**src/rtl/dlx_mem_pkg.sv**
```systemverilog
// Shared types and helpers for the DLX MEM stage: access sizes, wait FSM states
// and the natural-alignment test.
package dlx_mem_pkg;

  typedef enum logic [1:0] {SZ_B, SZ_H, SZ_W, SZ_D} size_e;
  typedef enum logic {IDLE, WAIT} mem_state_e;

  // Doublewords only exist on a 64-bit datapath; elsewhere they can never align.
  function automatic logic is_aligned(input size_e sz, input logic [2:0] addr_lo,
                                      input logic xlen64);
    case (sz)
      SZ_B:    return 1'b1;
      SZ_H:    return addr_lo[0] == 1'b0;
      SZ_W:    return addr_lo[1:0] == 2'b00;
      default: return xlen64 && (addr_lo == 3'b000);
    endcase
  endfunction

endpackage

```
**src/rtl/mem_lane_align.sv**
```systemverilog
// Byte-lane steering for the MEM stage: byte enables, store replication and
// load extraction with sign/zero extension. Purely combinational.
module mem_lane_align
  import dlx_mem_pkg::*;
#(
  parameter int XLEN = 32,
  localparam int NB = XLEN / 8,
  localparam int OW = $clog2(NB)
) (
  input  logic [OW-1:0]   off,
  input  logic [1:0]      size,
  input  logic [XLEN-1:0] store_data,
  input  logic [XLEN-1:0] load_raw,
  input  logic            load_unsigned,
  output logic [NB-1:0]   byte_en,
  output logic [XLEN-1:0] store_rep,
  output logic [XLEN-1:0] load_ext
);

  function automatic logic [XLEN-1:0] extend_load(input logic [XLEN-1:0] raw,
                                                  input size_e sz, input logic uns);
    logic signed [7:0]  b_s;
    logic signed [15:0] h_s;
    logic signed [31:0] w_s;
    b_s = raw[7:0];
    h_s = raw[15:0];
    w_s = raw[31:0];
    case (sz)
      SZ_B:    return uns ? XLEN'(raw[7:0])  : XLEN'(b_s);
      SZ_H:    return uns ? XLEN'(raw[15:0]) : XLEN'(h_s);
      SZ_W:    return uns ? XLEN'(raw[31:0]) : XLEN'(w_s);
      default: return raw;
    endcase
  endfunction

  logic [NB-1:0]   mask;
  logic [XLEN-1:0] shifted;

  always_comb begin
    mask = '0;
    store_rep = store_data;
    case (size_e'(size))
      SZ_B: begin
        mask = NB'(1);
        store_rep = {NB{store_data[7:0]}};
      end
      SZ_H: begin
        mask = NB'(3);
        store_rep = {(NB/2){store_data[15:0]}};
      end
      SZ_W: begin
        mask = NB'(15);
        store_rep = {(NB/4){store_data[31:0]}};
      end
      default: begin
        mask = '1;
        store_rep = store_data;
      end
    endcase
    byte_en = mask << off;
  end

  assign shifted  = load_raw >> {off, 3'b000};
  assign load_ext = extend_load(shifted, size_e'(size), load_unsigned);

endmodule

```
**src/rtl/mem_stage_lsu.sv**
```systemverilog
// DLX MEM stage: sized load/store with byte enables, misalignment squash and a
// wait-state FSM that stalls upstream until d_data_valid or a timeout abort.
module mem_stage_lsu
  import dlx_mem_pkg::*;
#(
  parameter int XLEN     = 32,
  parameter int REG_AW   = 5,
  parameter int MAX_WAIT = 15
) (
  input  logic              clk,
  input  logic              reset_n,
  input  logic              in_valid,
  input  logic [XLEN-1:0]   alu_out_mem,
  input  logic [XLEN-1:0]   store_data_mem,
  input  logic [REG_AW-1:0] rd_mem,
  input  logic              load_en_mem,
  input  logic              store_en_mem,
  input  logic [1:0]        size_mem,
  input  logic              unsigned_mem,
  output logic [XLEN-1:0]   d_address,
  output logic [XLEN-1:0]   d_data_write,
  output logic [XLEN/8-1:0] d_byte_en,
  output logic              d_write_enable,
  output logic              d_read_enable,
  input  logic [XLEN-1:0]   d_data_read,
  input  logic              d_data_valid,
  output logic              stall,
  output logic              fwd_valid,
  output logic              fwd_is_load,
  output logic [REG_AW-1:0] fwd_rd,
  output logic [XLEN-1:0]   fwd_data,
  output logic              wb_valid,
  output logic [REG_AW-1:0] wb_rd,
  output logic [XLEN-1:0]   wb_data,
  output logic              misalign,
  output logic              bus_error
);

  localparam int NB = XLEN / 8;
  localparam int OW = $clog2(NB);
  localparam int CW = $clog2(MAX_WAIT + 1);
  localparam logic [CW-1:0] MAX_CNT = CW'(MAX_WAIT);

  mem_state_e      state_p0, state_next;
  logic [CW-1:0]   cnt_p0, cnt_next;
  logic            mem_op, aligned, req, done, timeout;
  logic [NB-1:0]   lane_en;
  logic [XLEN-1:0] store_rep, load_ext;

  assign mem_op  = in_valid & (load_en_mem | store_en_mem);
  assign aligned = is_aligned(size_e'(size_mem), alu_out_mem[2:0], XLEN == 64);
  // Reset drops the request so an aborted access cannot re-stall during reset.
  assign req     = reset_n & mem_op & aligned;

  mem_lane_align #(.XLEN(XLEN)) u_align (
    .off           (alu_out_mem[OW-1:0]),
    .size          (size_mem),
    .store_data    (store_data_mem),
    .load_raw      (d_data_read),
    .load_unsigned (unsigned_mem),
    .byte_en       (lane_en),
    .store_rep     (store_rep),
    .load_ext      (load_ext)
  );

  assign d_read_enable  = req & load_en_mem;
  assign d_write_enable = req & ~load_en_mem;
  assign d_address      = req ? {alu_out_mem[XLEN-1:OW], {OW{1'b0}}} : '0;
  assign d_data_write   = req ? store_rep : '0;
  assign d_byte_en      = req ? lane_en : '0;

  assign fwd_is_load = in_valid & load_en_mem;
  assign fwd_valid   = in_valid & ~load_en_mem & (rd_mem != '0) & ~store_en_mem;
  assign fwd_rd      = rd_mem;
  assign fwd_data    = alu_out_mem;

  always_comb begin
    state_next = state_p0;
    cnt_next   = cnt_p0;
    stall      = 1'b0;
    done       = 1'b0;
    timeout    = 1'b0;
    case (state_p0)
      IDLE: begin
        if (req) begin
          if (d_data_valid) begin
            done = 1'b1;
          end else begin
            state_next = WAIT;
            stall      = 1'b1;
            cnt_next   = CW'(1);
          end
        end
      end
      WAIT: begin
        if (!req) begin
          state_next = IDLE;
          cnt_next   = '0;
        end else if (d_data_valid) begin
          done       = 1'b1;
          state_next = IDLE;
          cnt_next   = '0;
        end else if (cnt_p0 == MAX_CNT) begin
          timeout    = 1'b1;
          state_next = IDLE;
          cnt_next   = '0;
        end else begin
          stall    = 1'b1;
          cnt_next = cnt_p0 + CW'(1);
        end
      end
      default: begin
        state_next = IDLE;
        cnt_next   = '0;
      end
    endcase
  end

  // MEM/WB boundary
  always_ff @(posedge clk) begin
    if (!reset_n) begin
      state_p0  <= IDLE;
      cnt_p0    <= '0;
      wb_valid  <= 1'b0;
      wb_rd     <= '0;
      wb_data   <= '0;
      misalign  <= 1'b0;
      bus_error <= 1'b0;
    end else begin
      state_p0  <= state_next;
      cnt_p0    <= cnt_next;
      wb_valid  <= 1'b0;
      misalign  <= 1'b0;
      bus_error <= timeout;
      if (in_valid && !mem_op) begin
        wb_valid <= 1'b1;
        wb_rd    <= rd_mem;
        wb_data  <= alu_out_mem;
      end else if (mem_op && !aligned) begin
        misalign <= 1'b1;
      end else if (done) begin
        wb_valid <= 1'b1;
        wb_rd    <= load_en_mem ? rd_mem : '0;
        wb_data  <= load_en_mem ? load_ext : alu_out_mem;
      end
    end
  end

endmodule

```
**config.mk**
```make
export PLATFORM = sky130hd
export DESIGN_NAME = mem_stage_lsu
export DESIGN_NICKNAME = d
export VERILOG_FILES = /design/src/rtl/dlx_mem_pkg.sv /design/src/rtl/mem_lane_align.sv /design/src/rtl/mem_stage_lsu.sv
export SDC_FILE = /design/constraint.sdc
export NUM_CORES = 1
export LEC_CHECK = 0
export BUFFER_PORTS_ARGS = -buffer_cell sky130_fd_sc_hd__buf_2
export CAP_MARGIN = 20
export CORE_AREA = 2 2 100 102
export CTS_CLUSTER_SIZE = 12
export DETAILED_ROUTE_END_ITERATION = 8
export DIE_AREA = 0 0 102 104
export PLACE_DENSITY_LB_ADDON = 0.08
export SLEW_MARGIN = 20
export SYNTH_ARGS = -nofsm -noshare
export SYNTH_HDL_FRONTEND = slang
export SYNTH_HIERARCHICAL = 1
export SYNTH_SLANG_ARGS = --single-unit
```
**constraint.sdc**
```tcl
create_clock -name clk -period 4.1 [get_ports clk]
set_clock_uncertainty 0.1 [all_clocks]
set_input_delay 0.615 -clock clk [delete_from_list [all_inputs] [get_ports clk]]
set_output_delay 0.615 -clock clk [all_outputs]
set_load 0.02 [all_outputs]
```
==> run summary <==
The run finished with clean final reports. The shortest period the worst path allows came out at 3.058 ns. In this run, synthesis inferred 0 flip-flops with an integrated enable. Setup violations remaining at the end of the flow were counted as 0. The peak supply drop was 0.1416 mV; the number of buffers inserted by port buffering was 257. The kind of critical path is input port to output port. The tool flagged a number of max-cap violations equal to 0.

A synthesized cell averages 8.069 um2. The final cycle utilization of the critical path was 74.59%; the share of flip-flops with an asynchronous set or reset after synthesis was 0%. Across the whole layout, storage elements account for 900.9 um2. The run gives 50 as the post-synthesis cell type count. The clock-pin slew on the worst setup and hold paths works out to 0.09 ns.

The standard cell area after detailed placement was 5136 um2. For the pin with the worst max-slew slack, the measured transition is 0.8413 ns. The via count of the first global-routing pass is 3,985.

The logs give 2.890 nW for the leakage power of the design and 0.30 ns for the clock insertion delay at the later pin of the skew report. The run gives 0.9764 as the routability-driven placement congestion ratio. The worst register-to-register path has a setup slack of 2.74 ns. The endpoint of the lowest-slack register-to-register path was cnt_p0[3]$_SDFFE_PN0P_. For this block, the via count after detailed routing is 4,397.

The repair_antennas step left the layout with diodes totalling 0. STA classifies the critical path startpoint as an input port. The logs give 9549 um2 for the core area and 21.23% for the register area share after synthesis.

The floorplan step set the die width to 102 um. The die covers 10,610 um2. The number of nets with antenna violations after detailed routing was 0; the number of antenna violations at the first check in global routing was 0. Clock tree synthesis selected as its root buffer the cell sky130_fd_sc_hd__clkbuf_8. In the synthesized netlist the dominant register cell turns out to be sky130_fd_sc_hd__dfxtp_1.

The tools report the number of hold buffers added after cts as 0. Sort of element at the end of the critical path: an output port. The mapped netlist covers 4244 um2. After detailed routing, the number of remaining DRC violations is 0. Synthesis-to-layout area growth: 24.26%.

The worst hold path belongs to the class flip-flop to flip-flop. The routed wire length per instance came out at 16.27 um. Dividing total power by cell area gives a power density of 260.7 nW/um2. The run gives 3.38 ns as the data required time of the worst path. In this run the worst setup path terminates at d_address[23]. TritonCTS built the clock tree. Entering global routing, the biggest net connects 48 pins. After clock tree synthesis, the repair step resized 0 gates.

The worst endpoint data arrival time is 2.34 ns, and the aggregate global-route resource usage is 24.31%. In the layout the commonest cells are 257 x sky130_fd_sc_hd__buf_2, 92 x sky130_fd_sc_hd__nand2_1, 69 x sky130_fd_sc_hd__and2_1. After routing, the total negative slack on setup checks comes to 0 ns.

Once routing completed, OpenROAD measured the worst setup slack at 1.042 ns. In this run the tightest slew margin relative to its limit is 43.91%. In the final layout, the share of cells above drive strength 1 is 48.09%. Dividing the detail-routed via count by the number of cells gives 5.247. Counting flops and latches in the post-synthesis netlist gives 45. In this run, CTS created clock tree buffers numbering 5. No sink is reached through more buffers than the 2 on the longest clock path.

The tools report the final number of max-transition violations as 0. Setup repair after global routing left no endpoint under its margin. The tools report the post-CTS repair timing setup buffer count as 0.

First-pass detailed-route iteration total: 5. Along the worst path, the maximum fanout reaches 47. The die is 104 um tall. The critical path starts at alu_out_mem[0].

On the final layout, the worst hold slack is 0.3593 ns. Pin placement for this block handled 260 I/O pins. The logs give 815 for the final net count and 0.3270 GHz for the top achievable clock speed. The initial DRC count came out at 260. For this configuration, the core starts out at a cell density of 44.44%. During synthesis, Yosys emitted a total of 6 warnings. The gate count after technology mapping was 526. Summing all multi-input logic gate instances after layout gives 2730 um2. The global-route wire length before repair was 20,690 um; the final number of hold-violating endpoints was 0.

The logs give 2 for the maximum level of the CTS H-tree and 10,500 um for the HPWL reported at the end of detailed placement. The worst register-to-register path begins at cnt_p0[0]$_SDFFE_PN0P_. Before CTS, the worst setup slack after placement is 0.9131 ns. Once layout is done, the placed cells without fillers occupy 5274 um2. For the overall routed net length, the log shows 13,640 um. Row generation in the floorplan step produced 36 rows. The CTS sink count is 45.

The most common cell after layout, fill and taps aside was sky130_fd_sc_hd__buf_2. The layout has 990 filler cells. The overall overflow remaining after global route was 0. Depth of the worst register-to-register path: 5.
==> state kept, by name, summed over array words and instances (netlist names) <==
name       cells
cnt_p0         4
state_p0       1
wb_data       32
bus_error      1
wb_rd          5
misalign       1
wb_valid       1
==> power by group <==
part	internal, mW	switching (mW)	total (mW)
Combinational	0.195	0.292	0.487
Clock	0.246	0.165	0.410
Sequential	0.463	0.0147	0.477
==> routing by layer <==
| layer | vias to the layer above | GRT usage (%) | wire length [um] |
|---|---|---|---|
| met4 | 0 | 6.571 | 258 |
| met3 | 20 | 4.032 | 860 |
| met2 | 185 | 39.05 | 6357 |
| met5 | - | 0 | 0 |
| li1 | 2148 | - | - |
| met1 | 2044 | 33.42 | 6162 |
==> stage by stage <==
stage          cells  utilization, %  power (mW)
2_1_floorplan    527               -      0.8306
5_1_grt          838           55.23       1.435
3_3_place_gp     830           53.79      0.9659
4_1_cts          838           55.23       1.379
3_5_place_dp     830           53.79      0.9716
6_report         838           55.23       1.375
==> kinds of logic (layout without fill, tap and decap cells) <==
group / after synthesis / after routing / share of synthesized area (%)
flops: 45 / 45 / 21.23
fa+ha+maj: 1 / 1 / 0.2948
other cells: 1 / 2 / 0.08836
compound gates: 93 / 93 / 19.43
buf+inv: 95 / 273 / 14.53
simple gates: 220 / 220 / 27.03
mux: 71 / 71 / 17.39
==> critical path: stages <==
cell and delay [ns]:
sky130_fd_sc_hd__buf_2 0.35, sky130_fd_sc_hd__or3_4 0.53, sky130_fd_sc_hd__a21oi_4 0.16, sky130_fd_sc_hd__buf_4 0.31
sky130_fd_sc_hd__and2_1 0.18, sky130_fd_sc_hd__buf_2 0.16
==> area by class of cell <==
type	instances	area share (%)
tap	133	3.155
sequential	45	17.08
timing repair buffer	263	25.24
clock inverter	3	1.305
inverter	2	0.1423
multi-input combinational	387	51.77
clock buffer	5	1.305
==> how the worst min path moves through the flow <==
stage	start	end	slack (ns)	cells past startpoint
floorplan	state_p0$_SDFF_PN0_	cnt_p0[2]$_SDFFE_PN0P_	0.38	1
global placement	wb_rd[1]$_SDFFE_PN0P_	wb_rd[1]$_SDFFE_PN0P_	0.34	2
detailed placement	wb_rd[4]$_SDFFE_PN0P_	wb_rd[4]$_SDFFE_PN0P_	0.35	2
CTS	wb_rd[4]$_SDFFE_PN0P_	wb_rd[4]$_SDFFE_PN0P_	0.37	2
global route	wb_rd[4]$_SDFFE_PN0P_	wb_rd[4]$_SDFFE_PN0P_	0.37	2
finish	wb_rd[1]$_SDFFE_PN0P_	wb_rd[1]$_SDFFE_PN0P_	0.36	2
==> cells in the mapped netlist (2+ instances only) <==
library cell | instances | share of area (%)
sky130_fd_sc_hd__o221a_2 | 32 | 8.5
sky130_fd_sc_hd__nand3_1 | 13 | 1.5
sky130_fd_sc_hd__buf_2 | 19 | 2.2
sky130_fd_sc_hd__and3_1 | 4 | 0.59
sky130_fd_sc_hd__and2_1 | 69 | 10
sky130_fd_sc_hd__a211oi_1 | 9 | 1.6
sky130_fd_sc_hd__o21ai_0 | 12 | 1.4
sky130_fd_sc_hd__and2b_1 | 3 | 0.53
sky130_fd_sc_hd__nand2_1 | 92 | 8.1
sky130_fd_sc_hd__nor2b_1 | 9 | 1.3
sky130_fd_sc_hd__buf_4 | 52 | 9.2
sky130_fd_sc_hd__nand3_2 | 4 | 0.94
sky130_fd_sc_hd__a2bb2oi_1 | 7 | 1.4
sky130_fd_sc_hd__a21oi_1 | 18 | 2.1
sky130_fd_sc_hd__nor2_1 | 9 | 0.80
sky130_fd_sc_hd__mux2_2 | 18 | 4.8
sky130_fd_sc_hd__nor3_1 | 2 | 0.24
sky130_fd_sc_hd__dfxtp_1 | 45 | 21
sky130_fd_sc_hd__a32o_1 | 2 | 0.47
sky130_fd_sc_hd__inv_1 | 2 | 0.18
sky130_fd_sc_hd__nor2_2 | 2 | 0.29
sky130_fd_sc_hd__clkbuf_1 | 17 | 1.5
sky130_fd_sc_hd__buf_6 | 4 | 1.1
sky130_fd_sc_hd__o31ai_1 | 2 | 0.35
sky130_fd_sc_hd__nand2b_1 | 4 | 0.59
sky130_fd_sc_hd__mux2i_1 | 52 | 12
Power figures use the tool's default switching activity.
